--- src/rtl/rx_frame_sequencer_if.sv ---
`default_nettype none
// +------------------------------------------------------------------+
// | rx_frame_sequencer_if : FIFO read, byte-out and status handshakes|
// | rev 1.0                                                          |
// +------------------------------------------------------------------+
interface rx_frame_sequencer_if #(
  parameter int ENTRY_W = 10,
  parameter int LEN_W   = 16
) ();
  logic [ENTRY_W-1:0] fifo_read_data;
  logic               fifo_read_ack;
  logic               fifo_read_req;
  logic [ENTRY_W-1:0] out_data;
  logic               out_valid;
  logic               out_ready;
  logic [LEN_W:0]     status_data;
  logic               status_valid;
  logic               status_ready;

  modport master (
    input  fifo_read_data, fifo_read_ack, out_ready, status_ready,
    output fifo_read_req, out_data, out_valid, status_data, status_valid
  );

  modport slave (
    output fifo_read_data, fifo_read_ack, out_ready, status_ready,
    input  fifo_read_req, out_data, out_valid, status_data, status_valid
  );
endinterface
`default_nettype wire

--- src/rtl/rx_frame_sequencer.sv ---
`default_nettype none
// +------------------------------------------------------------------+
// | rx_frame_sequencer : RX FIFO frame forwarder with truncation,    |
// | per-frame status word and saturating frame counters. rev 1.0     |
// +------------------------------------------------------------------+
module rx_frame_sequencer #(
  parameter int ENTRY_W   = 10,
  parameter int LEN_W     = 16,
  parameter int MAX_FRAME = 1518
) (
  input  logic                 clk,
  input  logic                 reset,
  input  logic                 enable,
  rx_frame_sequencer_if.master bus,
  output logic                 busy,
  output logic [15:0]          frames_ok,
  output logic [15:0]          frames_trunc
);

  typedef enum logic [1:0] {
    IDLE   = 2'd0,
    PASS   = 2'd1,
    DRAIN  = 2'd2,
    STATUS = 2'd3
  } state_t;

  localparam logic [LEN_W-1:0] MAX_LEN = LEN_W'(MAX_FRAME);

  state_t             state;
  state_t             state_nxt;
  logic               read_req;
  logic               pop;
  logic               status_take;
  logic               entry_last;
  logic               entry_keep;
  logic               hit_max;
  logic [LEN_W-1:0]   byte_cnt;
  logic [LEN_W-1:0]   cnt_inc;
  logic [ENTRY_W-1:0] out_data_r;
  logic               out_valid_r;
  logic [LEN_W:0]     status_data_r;
  logic               status_valid_r;

  assign entry_last  = bus.fifo_read_data[ENTRY_W-1];
  assign entry_keep  = bus.fifo_read_data[0];
  assign cnt_inc     = byte_cnt + {{(LEN_W-1){1'b0}}, entry_keep};
  assign hit_max     = (cnt_inc == MAX_LEN);
  assign pop         = read_req & bus.fifo_read_ack;
  assign status_take = status_valid_r & bus.status_ready;

  assign bus.fifo_read_req = read_req;
  assign bus.out_data      = out_data_r;
  assign bus.out_valid     = out_valid_r;
  assign bus.status_data   = status_data_r;
  assign bus.status_valid  = status_valid_r;
  assign busy              = (state != IDLE);

  always_ff @(posedge clk) begin
    if (reset) state <= IDLE;
    else       state <= state_nxt;
  end

  // Request in PASS depends only on the output register, never on ack.
  always_comb begin
    state_nxt = state;
    read_req  = 1'b0;
    case (state)
      IDLE: begin
        if (enable) state_nxt = PASS;
      end
      PASS: begin
        read_req = !out_valid_r | bus.out_ready;
        if (read_req && bus.fifo_read_ack) begin
          if (entry_last)   state_nxt = STATUS;
          else if (hit_max) state_nxt = DRAIN;
        end
      end
      DRAIN: begin
        read_req = 1'b1;
        if (bus.fifo_read_ack && entry_last) state_nxt = STATUS;
      end
      STATUS: begin
        if (status_take) state_nxt = enable ? PASS : IDLE;
      end
      default: state_nxt = IDLE;
    endcase
  end

  always_ff @(posedge clk) begin
    if (reset) begin
      out_data_r     <= '0;
      out_valid_r    <= 1'b0;
      status_data_r  <= '0;
      status_valid_r <= 1'b0;
      byte_cnt       <= '0;
      frames_ok      <= '0;
      frames_trunc   <= '0;
    end else begin
      if (state == PASS && pop) begin
        out_valid_r <= 1'b1;
        byte_cnt    <= cnt_inc;
        // The entry that reaches the limit closes the forwarded frame.
        if (!entry_last && hit_max)
          out_data_r <= {1'b1, bus.fifo_read_data[ENTRY_W-2:0]};
        else
          out_data_r <= bus.fifo_read_data;
        if (entry_last) begin
          status_valid_r <= 1'b1;
          status_data_r  <= {1'b0, cnt_inc};
        end
      end else if (bus.out_ready) begin
        out_valid_r <= 1'b0;
      end

      if (state == DRAIN && pop && entry_last) begin
        status_valid_r <= 1'b1;
        status_data_r  <= {1'b1, byte_cnt};
      end

      if (status_take) begin
        status_valid_r <= 1'b0;
        byte_cnt       <= '0;
        if (status_data_r[LEN_W]) begin
          if (frames_trunc != 16'hFFFF) frames_trunc <= frames_trunc + 16'd1;
        end else begin
          if (frames_ok != 16'hFFFF) frames_ok <= frames_ok + 16'd1;
        end
      end
    end
  end

endmodule
`default_nettype wire
--- src/flat_wrapper.sv ---
// flat-port wrapper written by rule: the top's interface ports become plain ports
module rx_frame_sequencer_flat 
#(
  parameter int ENTRY_W   = 10,
  parameter int LEN_W     = 16,
  parameter int MAX_FRAME = 1518
)
  (clk, reset, enable, busy, frames_ok, frames_trunc, bus_fifo_read_data, bus_fifo_read_ack, bus_out_ready, bus_status_ready, bus_fifo_read_req, bus_out_data, bus_out_valid, bus_status_data, bus_status_valid);
  rx_frame_sequencer_if #(.ENTRY_W(ENTRY_W), .LEN_W(LEN_W)) bus_i ();
  input  logic clk;
  input  logic reset;
  input  logic enable;
  output logic busy;
  output logic [15:0] frames_ok;
  output logic [15:0] frames_trunc;
  input wire logic [$bits(bus_i.fifo_read_data)-1:0] bus_fifo_read_data;
  input wire logic [$bits(bus_i.fifo_read_ack)-1:0] bus_fifo_read_ack;
  input wire logic [$bits(bus_i.out_ready)-1:0] bus_out_ready;
  input wire logic [$bits(bus_i.status_ready)-1:0] bus_status_ready;
  output wire logic [$bits(bus_i.fifo_read_req)-1:0] bus_fifo_read_req;
  output wire logic [$bits(bus_i.out_data)-1:0] bus_out_data;
  output wire logic [$bits(bus_i.out_valid)-1:0] bus_out_valid;
  output wire logic [$bits(bus_i.status_data)-1:0] bus_status_data;
  output wire logic [$bits(bus_i.status_valid)-1:0] bus_status_valid;
  assign bus_i.fifo_read_data = bus_fifo_read_data;
  assign bus_i.fifo_read_ack = bus_fifo_read_ack;
  assign bus_i.out_ready = bus_out_ready;
  assign bus_i.status_ready = bus_status_ready;
  assign bus_fifo_read_req = bus_i.fifo_read_req;
  assign bus_out_data = bus_i.out_data;
  assign bus_out_valid = bus_i.out_valid;
  assign bus_status_data = bus_i.status_data;
  assign bus_status_valid = bus_i.status_valid;
  rx_frame_sequencer #(.ENTRY_W(ENTRY_W), .LEN_W(LEN_W), .MAX_FRAME(MAX_FRAME)) u_core (.clk(clk), .reset(reset), .enable(enable), .bus(bus_i), .busy(busy), .frames_ok(frames_ok), .frames_trunc(frames_trunc));
endmodule
--- config.mk ---
export PLATFORM = sky130hd
export DESIGN_NAME = rx_frame_sequencer_flat
export DESIGN_NICKNAME = d
export VERILOG_FILES = /design/src/rtl/rx_frame_sequencer_if.sv /design/src/rtl/rx_frame_sequencer.sv /design/src/flat_wrapper.sv
export SDC_FILE = /design/constraint.sdc
export NUM_CORES = 1
export LEC_CHECK = 0
export CAP_MARGIN = 20
export CORE_ASPECT_RATIO = 0.7
export CORE_MARGIN = 2
export CORE_UTILIZATION = 40
export DETAILED_ROUTE_END_ITERATION = 8
export SLEW_MARGIN = 10
export SYNTH_ARGS = -nofsm -noshare
export SYNTH_HDL_FRONTEND = slang
export SYNTH_SLANG_ARGS = --single-unit
--- constraint.sdc ---
create_clock -name clk -period 5.5 [get_ports clk]
set_input_delay 1.375 -clock clk [delete_from_list [all_inputs] [get_ports clk]]
set_output_delay 1.375 -clock clk [all_outputs]
set_load 0.01 [all_outputs]
==> flow_metrics.env <==
export IMPL_fin_skew_ps=6.49
export IMPL_synthArstFlopShare_pct=0
export IMPL_port_buffers=78
export IMPL_drt_initial_drc_count=231
export IMPL_ir_drop_mv=0.199
export IMPL_crit_type="in -> out"
export IMPL_grt_pass1_wl_um=17300
export IMPL_crit_chain="clkdlybuf4s50_1 -> nand2b_1 -> a21oi_1 -> nor2b_1 -> clkdlybuf4s50_1"
export IMPL_cp_endpoint="bus_fifo_read_req"
export IMPL_cp_depth=5
export IMPL_ant_nets=0
export IMPL_utilization_pct=52.6
export IMPL_synth_distinct_cells=58
export IMPL_layout_cells_non_filler=687
export IMPL_fin_crit_sh_pct=76.9
export IMPL_detail_route_drc_violations=0
export IMPL_synth_area_mux_share_pct=2.27
export IMPL_dr_pass1_iters=4
export IMPL_synth_area_leaders="dfxtp_1, nor2_1, nand2_1"
export IMPL_synthSimpleGateAreaFrac_pct=27.2
export IMPL_slowest_delay_ps=560
export IMPL_critPathTopFamily="buffers and inverters"
export IMPL_synth_seq_cells=79
export IMPL_powerDensity_nw_per_um2=269
export IMPL_dpl_hpwl_um=7150
export IMPL_antenna_diode_count=0
export IMPL_area_delta_synth_final_pct=27.4
export IMPL_grt_pass1_vias=3431
export IMPL_pwr_share_clk_pct=41.0
export IMPL_start_kind="input pin"
export IMPL_netlist_area_leader_share_pct=39.2
export IMPL_postCtsSetupRepairBufs=0
export IMPL_dieArea_sq_um=10900
export IMPL_avgSynthCellArea_sq_um=8.13
export IMPL_cts_root_buf="clkbuf_16"
export IMPL_synth_top_family_by_area="simple AND/OR/NAND/NOR gates"
export IMPL_rsz0062_at_grt="no"
export IMPL_cts_hold_buf=0
export IMPL_numCtsBuffers=9
export IMPL_swShare_pct=26.8
export IMPL_arrival_ps=2860
export IMPL_viasPerCell=5.38
export IMPL_ioPinCount=79
export IMPL_grt_max_degree=64
export IMPL_clock_sink_count=79
export IMPL_cp_slowest_cell="clkdlybuf4s50_1"
export IMPL_worstPathRequired_ps=4120
export IMPL_vias=3694
export IMPL_setup_violations=0
export IMPL_synth_net_count=521
export IMPL_hp_class="reg -> reg"
export IMPL_worst_pin_slew_ps=1050
export IMPL_p_comb_share_pct=15.3
export IMPL_nNetsFinal=579
export IMPL_fmax_mhz=236
export IMPL_gp_congestion=0.818
export IMPL_synthAdderAreaFrac_pct=2.79
export IMPL_critPathMostFrequentCell="clkdlybuf4s50_1"
export IMPL_rows=30
export IMPL_die_h_um=88.0
export IMPL_switchingPower_mw=0.369
export IMPL_fin_ws_ps=1270
export IMPL_fp_dieW_um=124
export IMPL_slew_headroom_pct=30.1
export IMPL_worst_setup_path_end_kind="output pin"
export IMPL_grt_use_total_pct=20.3
export IMPL_min_period_ps=4230
export IMPL_drive_gt1_share_pct=5.90
export IMPL_r2r_setup_slack_ps=2710
export IMPL_fin_tns_setup_ps=0
export IMPL_fill_cells=949
export IMPL_start_util_pct=41.3
export IMPL_yosysSeqAreaShare_pct=39.2
export IMPL_dp_cells=671
export IMPL_synth_ff_type="dfxtp_1"
export IMPL_dpl_worst_slack_ps=1190
export IMPL_clk_pin_slew_ps=60
export IMPL_htreeDepth=3
export IMPL_r2r_end="u_core.state[1]"
export IMPL_p_int_mw=1.01
export IMPL_cp_startpoint="bus_out_ready"
export IMPL_routedWlPerCell_um=15.3
export IMPL_synth_edf_count=0
export IMPL_drt_total_wl_um=10500
export IMPL_status="completed"
export IMPL_drv_slew=0
export IMPL_clock_path_buffers=2
export IMPL_hold_viol=0
export IMPL_yosysWarnings=0
export IMPL_ff2ff_path_depth=8
export IMPL_gr_total_overflow=0
export IMPL_clock_latency_ps=330
export IMPL_cp_buffers_inverters=2
export IMPL_p_seq_share_pct=43.7
export IMPL_cts_resized=0
export IMPL_fp_coreArea_sq_um=9760
export IMPL_syn_inst=496
export IMPL_synth_area_sq_um=4030
export IMPL_cts_tree="yes"
export IMPL_grt_antenna_before_repair=0
export IMPL_crit_fanout=8
export IMPL_cap_violations=0
export IMPL_synth_xor_area_share_pct=8.91
export IMPL_rr_startpoint="u_core.byte_cnt[0]"
export IMPL_synth_compound_area_share_pct=15.5
export IMPL_synth_top_area_cell="dfxtp_1"
export IMPL_p_leak_nw=1.82
sequential cells by signal, indices dropped and copies added, names as in the netlist:
name and flops:
u_core.bus.status_data 17, u_core.byte_cnt 16, u_core.frames_ok 16, u_core.frames_trunc 16, u_core.bus.out_data 10, u_core.state 2, u_core.bus.out_valid 1, u_core.bus.status_valid 1
cells in the final DEF (no fill, tap or decap), types with 3 or more instances in the layout:
cell / count
nor3_1: 8
xor2_1: 24
mux2i_1: 8
xnor2_1: 17
a22oi_1: 6
clkinvlp_4: 4
and4_1: 5
a211oi_1: 4
nand2_1: 63
a21oi_1: 26
and3_1: 6
clkbuf_16: 9
or2_2: 3
o21ai_0: 18
nor4_1: 7
nand3_1: 17
a2bb2oi_1: 4
clkdlybuf4s50_1: 77
or3_1: 6
a31o_2: 3
nor2_1: 77
nand4_1: 14
a31oi_1: 4
nor2b_1: 4
o31ai_1: 4
ha_1: 9
buf_4: 3
dfxtp_1: 79
inv_1: 6
o211ai_1: 4
cells by family after synthesis:
kind of cell               count (synthesis)
DFF                                       79
adders and majority gates                  9
AOI/OAI and AO/OA                         92
xor gates and xnor gates                  41
buffers and inverters                     40
muxes                                      9
and+or+nand+nor                          226
layer usage:
layer  vias to the layer above  part of all wire, %  track usage (%)
met5                         -                    0                0
met4                         0                 0.46             5.11
met3                         5                  7.1             7.49
met2                        98                   41             28.6
met1                      1741                   52             29.3
li1                       1850                    -                -
stage by stage:
stage | instance area [sq um] | total power [mW] | hold WS, ps
floorplan | 4030 | 0.742 | 453
CTS | 5130 | 1.40 | 455
global placement | 4850 | 0.824 | 442
detailed placement | 4850 | 0.827 | 449
finish | 5130 | 1.38 | 452
global route | 5130 | 1.45 | 477
layout make-up:
class                      instances  area, sq um  area share [%]
tap                              128          160            3.12
clock buffer                      12          256            5.00
sequential                        79         1580            30.8
multi-input combinational        377         2280            44.5
timing repair buffer              81          798            15.6
inverter                           6         22.5           0.439
clock inverter                     4         30.0           0.585
power groups by stage:
stage / Combinational, mW / Clock [mW] / Sequential [mW]
floorplan: 0.123 / 0 / 0.619
global placement: 0.209 / 0 / 0.615
detailed placement: 0.212 / 0 / 0.616
CTS: 0.213 / 0.581 / 0.603
global route: 0.233 / 0.609 / 0.604
finish: 0.211 / 0.566 / 0.603
Yosys cell counts (all sizes together) (3+ instances only):
cell type / count
inv: 6
nand3: 18
nor4: 7
and3: 6
o211ai: 4
or2: 4
nor3: 10
dfxtp: 79
o31ai: 4
buf: 7
nand4: 15
mux2i: 8
a211oi: 4
a2bb2oi: 4
or3: 6
xnor2: 17
xor2: 24
a22oi: 6
clkbuf: 27
ha: 9
nand2: 63
and4: 5
a31o: 3
nor2: 77
nor2b: 4
o21ai: 20
a21oi: 26
a31oi: 4
worst min-delay path by stage:
stage | depth (start not counted) | slack [ps] | to | startpoint
6_report | 2 | 450 | u_core.bus.out_data[4] | u_core.bus.out_data[4]
4_1_cts | 2 | 450 | u_core.bus.out_data[0] | u_core.bus.out_data[0]
3_3_place_gp | 2 | 440 | u_core.bus.out_data[5] | u_core.bus.out_data[5]
5_1_grt | 2 | 480 | u_core.bus.out_data[4] | u_core.bus.out_data[4]
3_5_place_dp | 2 | 450 | u_core.bus.out_data[4] | u_core.bus.out_data[4]
2_1_floorplan | 2 | 450 | u_core.byte_cnt[0] | u_core.byte_cnt[0]
worst min-delay path: cells and delay by family, from the launching register on:
kind	cells	cell delay, ps
compound gates	1	50
simple gates	1	50
flops	1	310
Note: power is estimated with default switching activity, not from simulation.
